## src/rtl/db_fsm_multi.sv

```systemverilog
// rtl/db_fsm_multi.sv - multi-channel switch debouncer with shared sample tick and edge pulses
module db_fsm_multi #(
    parameter int CH     = 4,
    parameter int TICK_N = 19,
    parameter int STABLE = 3
) (
    input  logic          clk,
    input  logic          reset,
    input  logic [CH-1:0] sw,
    output logic [CH-1:0] db_level,
    output logic [CH-1:0] db_rise,
    output logic [CH-1:0] db_fall,
    output logic          m_tick
);

    typedef enum logic [1:0] {
        ZERO  = 2'b00,
        WAIT1 = 2'b01,
        ONE   = 2'b10,
        WAIT0 = 2'b11
    } state_t;

    // Tick count at which a WAIT state is considered stable.
    localparam logic [3:0] LAST = 4'(STABLE - 1);

    logic [TICK_N-1:0] tick_cnt;
    logic [CH-1:0]     s1;
    logic [CH-1:0]     s;
    logic [CH-1:0]     lvl_d;
    state_t            state    [CH];
    state_t            state_nx [CH];
    logic [3:0]        cnt      [CH];
    logic [3:0]        cnt_nx   [CH];

    // Free-running sample-tick counter, wraps naturally.
    always_ff @(posedge clk or posedge reset) begin
        if (reset) begin
            tick_cnt <= '0;
        end else begin
            tick_cnt <= tick_cnt + TICK_N'(1);
        end
    end

    assign m_tick = (tick_cnt == '1);

    // Two-flop synchroniser for the asynchronous switch inputs.
    always_ff @(posedge clk or posedge reset) begin
        if (reset) begin
            s1 <= '0;
            s  <= '0;
        end else begin
            s1 <= sw;
            s  <= s1;
        end
    end

    // Per-channel state and stability counter registers.
    always_ff @(posedge clk or posedge reset) begin
        if (reset) begin
            for (int i = 0; i < CH; i++) begin
                state[i] <= ZERO;
                cnt[i]   <= 4'd0;
            end
        end else begin
            for (int i = 0; i < CH; i++) begin
                state[i] <= state_nx[i];
                cnt[i]   <= cnt_nx[i];
            end
        end
    end

    // Next-state logic; an input mismatch in a WAIT state wins over a tick.
    always_comb begin
        for (int i = 0; i < CH; i++) begin
            state_nx[i] = state[i];
            cnt_nx[i]   = cnt[i];
            case (state[i])
                ZERO: begin
                    if (s[i]) begin
                        state_nx[i] = WAIT1;
                        cnt_nx[i]   = 4'd0;
                    end
                end
                WAIT1: begin
                    if (!s[i]) begin
                        state_nx[i] = ZERO;
                    end else if (m_tick && (cnt[i] == LAST)) begin
                        state_nx[i] = ONE;
                    end else if (m_tick) begin
                        cnt_nx[i] = cnt[i] + 4'd1;
                    end
                end
                ONE: begin
                    if (!s[i]) begin
                        state_nx[i] = WAIT0;
                        cnt_nx[i]   = 4'd0;
                    end
                end
                WAIT0: begin
                    if (s[i]) begin
                        state_nx[i] = ONE;
                    end else if (m_tick && (cnt[i] == LAST)) begin
                        state_nx[i] = ZERO;
                    end else if (m_tick) begin
                        cnt_nx[i] = cnt[i] + 4'd1;
                    end
                end
                default: begin
                    state_nx[i] = ZERO;
                    cnt_nx[i]   = 4'd0;
                end
            endcase
        end
    end

    // Clean level decoded from the registered state only, so it cannot glitch.
    always_comb begin
        db_level = '0;
        for (int i = 0; i < CH; i++) begin
            db_level[i] = (state[i] == ONE) || (state[i] == WAIT0);
        end
    end

    // Previous-cycle level; clears on reset so reset release makes no pulse.
    always_ff @(posedge clk or posedge reset) begin
        if (reset) begin
            lvl_d <= '0;
        end else begin
            lvl_d <= db_level;
        end
    end

    assign db_rise = db_level & ~lvl_d;
    assign db_fall = ~db_level & lvl_d;

endmodule

```

## config.mk

```make
export PLATFORM = sky130hd
export DESIGN_NAME = db_fsm_multi
export DESIGN_NICKNAME = d
export VERILOG_FILES = /design/src/rtl/db_fsm_multi.sv
export SDC_FILE = /design/constraint.sdc
export NUM_CORES = 1
export LEC_CHECK = 0
export ABC_CLOCK_PERIOD_IN_PS = 2310
export CAP_MARGIN = 30
export CELL_PAD_IN_SITES_DETAIL_PLACEMENT = 1
export CELL_PAD_IN_SITES_GLOBAL_PLACEMENT = 2
export CORE_ASPECT_RATIO = 2
export CORE_MARGIN = 1
export CORE_UTILIZATION = 38
export CTS_CLUSTER_DIAMETER = 100
export DETAILED_ROUTE_END_ITERATION = 10
export PLACE_DENSITY = 0.81
export RECOVER_POWER = 50
export SYNTH_ARGS = -nofsm -noshare
export SYNTH_HDL_FRONTEND = slang
export SYNTH_SLANG_ARGS = --single-unit
```

## constraint.sdc

```tcl
create_clock -name clk -period 2.31 [get_ports clk]
set_input_delay 0.3465 -clock clk [delete_from_list [all_inputs] [get_ports clk]]
set_output_delay 0.3465 -clock clk [all_outputs]
set_load 0.1 [all_outputs]
```

==> flow_summary.yaml <==
status:
  result_of_the_run: "completed"
cells_and_area:
  post_route_cells_drive_above_1_share_pct: 17.3
  layout-area-overhead-vs-synth_pct: 20.1
  layout.cells.most_common_list: "sky130_fd_sc_hd__dfrtp_1, sky130_fd_sc_hd__buf_4, sky130_fd_sc_hd__nor2_1"
  finalNetCount: 286
  layout_commonest_cell: "sky130_fd_sc_hd__dfrtp_1"
  number_of_fill_cells_in_the_layout: 769
  num_antenna_cells: 0
  layout.cell_area.non_filler_sq_um: 3150
pwr:
  power_density_nw_per_um2: 581
  power.ir.vdd_worst_v: 0.000568
  report.power.total_uw: 1830
  static-leakage-power_uw: 0.00146
yosys:
  yosysUniqueCellTypes: 31
  portion_of_the_post_synthesis_area_used_by_sequential_elements_pct: 52.5
  synth_compound_area_share_pct: 10.1
  mappedNetlistArea_sq_um: 2620
  yosys.area_share.xor_xnor_pct: 7.02
  synth_instances: 242
  mappedNetlistNets: 257
  syn_area_per_cell_sq_um: 10.8
  post_synth_mux_area_share_pct: 1.72
  synth-seq-cells: 55
  synth_top_family_by_area: "simple AND/OR/NAND/NOR gates"
  synth_simple_gate_area_share_pct: 21.3
  yosysWarningCount: 0
  synth-adder-area-share_pct: 4.30
placed_design:
  hpwlAfterDp_um: 3870
  placement.io_buffers: 18
  gpl.final_weighted_congestion: 0.710
  dp_area_sq_um: 2970
critical_path:
  endpoint_kind: "primary output"
  crit_path_max_fanout: 5
  cp_data_arrival_time_ns: 1.88
  required_ns: 1.96
  timing_worst_setup_path_type: "reg2out"
  start_kind: "register"
clock_network:
  cts_buffers: 5
  postCtsHoldBufs: 0
  cts.root.buffer_cell: "sky130_fd_sc_hd__clkbuf_16"
  clkLatencyLatePin_ns: 0.30
  clock_sink_count: 55
  ctsHtreeMaxLevel: 2
  cts_tree: "built"
  cts_max_path_buffers: 2
  worst_setup_hold_path_clk_slew_ns: 0.06
sta:
  final_hold_viol_count: 0
  actual_slew_at_the_worst_max_slew_pin_ns: 1.36
  timing.final.max_slew_violations: 0
  timing.final.setup_violations: 0
  clock_skews_ns: 0.00577
  finalCritPeriodShare_pct: 96.5
  finalWorstPathRequiredPeriod_ns: 2.23
  timing.slew.headroom_pct: 9.24
  fin_tns_setup_ns: 0
  final.hold.worst_slack_ns: 0.351
  max_clock_freq_ghz: 0.448
floorplan:
  die-area_sq_um: 7250
  coreArea_sq_um: 6620
  die_y_um: 119
  boundaryPins: 19
  core.rowCount: 42
  die_w_um: 60.7
  initial_core_utilization_pct: 39.6
drt:
  drt_pre_antenna_iters: 4
  via_count: 1924
  routed_via_density: 5.34
  route.final.wire_length_um: 5500
  detail_route.wl_per_cell_um: 15.3
  drt_iter0_markers: 58
  drc_errors: 0
  drt.antenna.violating_nets: 0
global_route:
  antenna_violations_before_repair: 0
  grt_pass1_wl_um: 9530
  globalRoute.totalOverflow: 0
  grt_max_degree: 56
  grt_util_all_layers_pct: 17.9
  first_global_vias: 1998
run:
  max_cap_viol_count: 0
worst_hold_path:
  worstHoldPathType: "reg2reg"
## cell type report
cell class	count	area, sq um	area share [%]
well taps	88	110	3.50
inverters	9	33.8	1.07
multi-input cells	168	1190	37.9
repair buffers	32	275	8.75
clock buffers	8	156	4.97
flip-flops and latches	55	1380	43.8
## routing by layer
layer	routed length (um)	track usage, %
met5	0	0
met4	124	8.10
met3	107	3.26
met2	3070	31.2
met1	2200	20.0
## where the power goes
group          internal, uW  leakage (uW)  switching (uW)  total [uW]
sequential              973      0.000725            9.83         983
clock                   462     0.0000772             331         793
combinational          19.1      0.000660            33.4        52.5
## synthesized netlist by cell type
| master | n | area (sq um) |
|---|---|---|
| sky130_fd_sc_hd__a211o_1 | 1 | 8.76 |
| sky130_fd_sc_hd__a21oi_1 | 11 | 55.1 |
| sky130_fd_sc_hd__a221o_1 | 9 | 90.1 |
| sky130_fd_sc_hd__a31o_2 | 2 | 17.5 |
| sky130_fd_sc_hd__a31oi_1 | 7 | 43.8 |
| sky130_fd_sc_hd__a41o_1 | 3 | 30.0 |
| sky130_fd_sc_hd__and3_1 | 5 | 31.3 |
| sky130_fd_sc_hd__and4_1 | 1 | 8.76 |
| sky130_fd_sc_hd__buf_2 | 3 | 15.0 |
| sky130_fd_sc_hd__buf_4 | 1 | 7.51 |
| sky130_fd_sc_hd__clkbuf_1 | 6 | 22.5 |
| sky130_fd_sc_hd__dfrtp_1 | 55 | 1380 |
| sky130_fd_sc_hd__ha_1 | 9 | 113 |
| sky130_fd_sc_hd__inv_1 | 9 | 33.8 |
| sky130_fd_sc_hd__mux2_1 | 4 | 45.0 |
| sky130_fd_sc_hd__nand2_1 | 14 | 52.6 |
| sky130_fd_sc_hd__nand3_1 | 12 | 60.1 |
| sky130_fd_sc_hd__nand4_1 | 9 | 56.3 |
| sky130_fd_sc_hd__nand4_2 | 1 | 12.5 |
| sky130_fd_sc_hd__nor2_1 | 18 | 67.6 |
| sky130_fd_sc_hd__nor2b_1 | 12 | 75.1 |
| sky130_fd_sc_hd__nor3_1 | 4 | 20.0 |
| sky130_fd_sc_hd__nor3_2 | 3 | 30.0 |
| sky130_fd_sc_hd__nor3b_1 | 11 | 82.6 |
| sky130_fd_sc_hd__nor4_2 | 1 | 12.5 |
| sky130_fd_sc_hd__nor4b_1 | 4 | 35.0 |
| sky130_fd_sc_hd__o21ai_0 | 4 | 20.0 |
| sky130_fd_sc_hd__or2_2 | 1 | 6.26 |
| sky130_fd_sc_hd__or4_1 | 1 | 7.51 |
| sky130_fd_sc_hd__xnor2_1 | 15 | 131 |
| sky130_fd_sc_hd__xor2_1 | 6 | 52.6 |
## sequential cells by signal, indices dropped and copies added, names as in the netlist, named ones only
register and flops:
s1 4, lvl_d 4, state 4, s 4
cnt 16, tick_cnt 19
## per-stage QoR
| step | instances | util (%) | setup slack, ns |
|---|---|---|---|
| floorplan | 242 | - | 0.112 |
| global placement | 349 | 44.8 | 0.312 |
| detailed placement | 349 | 44.8 | 0.280 |
| CTS | 357 | 47.3 | 0.0297 |
| global route | 360 | 47.5 | -0.00712 |
| finish | 360 | 47.5 | 0.0802 |
## worst paths after layout
| path | start | end | slack (ns) | depth (start not counted) |
|---|---|---|---|---|
| worst max-delay path | tick_cnt[8]$_DFF_PP0_ | m_tick | 0.08 | 4 |
| worst min-delay path | s1[0]$_DFF_PP0_ | s[0]$_DFF_PP0_ | 0.35 | 0 |
| worst max register to register | tick_cnt[8]$_DFF_PP0_ | cnt[5]$_DFFE_PP0P_ | 0.42 | 5 |
| worst min register to register | s1[0]$_DFF_PP0_ | s[0]$_DFF_PP0_ | 0.35 | 0 |
| max in group asynchronous | reset | tick_cnt[9]$_DFF_PP0_ | 0.44 | 3 |
| min in group asynchronous | reset | s1[0]$_DFF_PP0_ | 0.95 | 3 |
## logic make-up (layout without fill, tap and decap cells)
| kind of cell | after synthesis | count (layout) |
|---|---|---|
| AND/OR/NAND/NOR | 97 | 97 |
| AO/OA/AOI/OAI | 37 | 37 |
| XOR/XNOR | 21 | 21 |
| flip-flops | 55 | 55 |
| adder cells (fa/ha/maj) | 9 | 9 |
| buffers and inverters | 19 | 49 |
| multiplexers | 4 | 4 |
## worst max-delay path: stages (launching register included)
cell and delay (ns):
sky130_fd_sc_hd__dfrtp_1 0.44, sky130_fd_sc_hd__nand4_2 0.20, sky130_fd_sc_hd__or4_4 0.60, sky130_fd_sc_hd__nor2_4 0.15
sky130_fd_sc_hd__buf_12 0.19
## timing repair
action	CTS	global route
pin swaps	0	1
gates resized for setup	2	2
endpoints found under the setup margin	1	1
setup buffers	0	3
(Power assumes the default switching activity.)
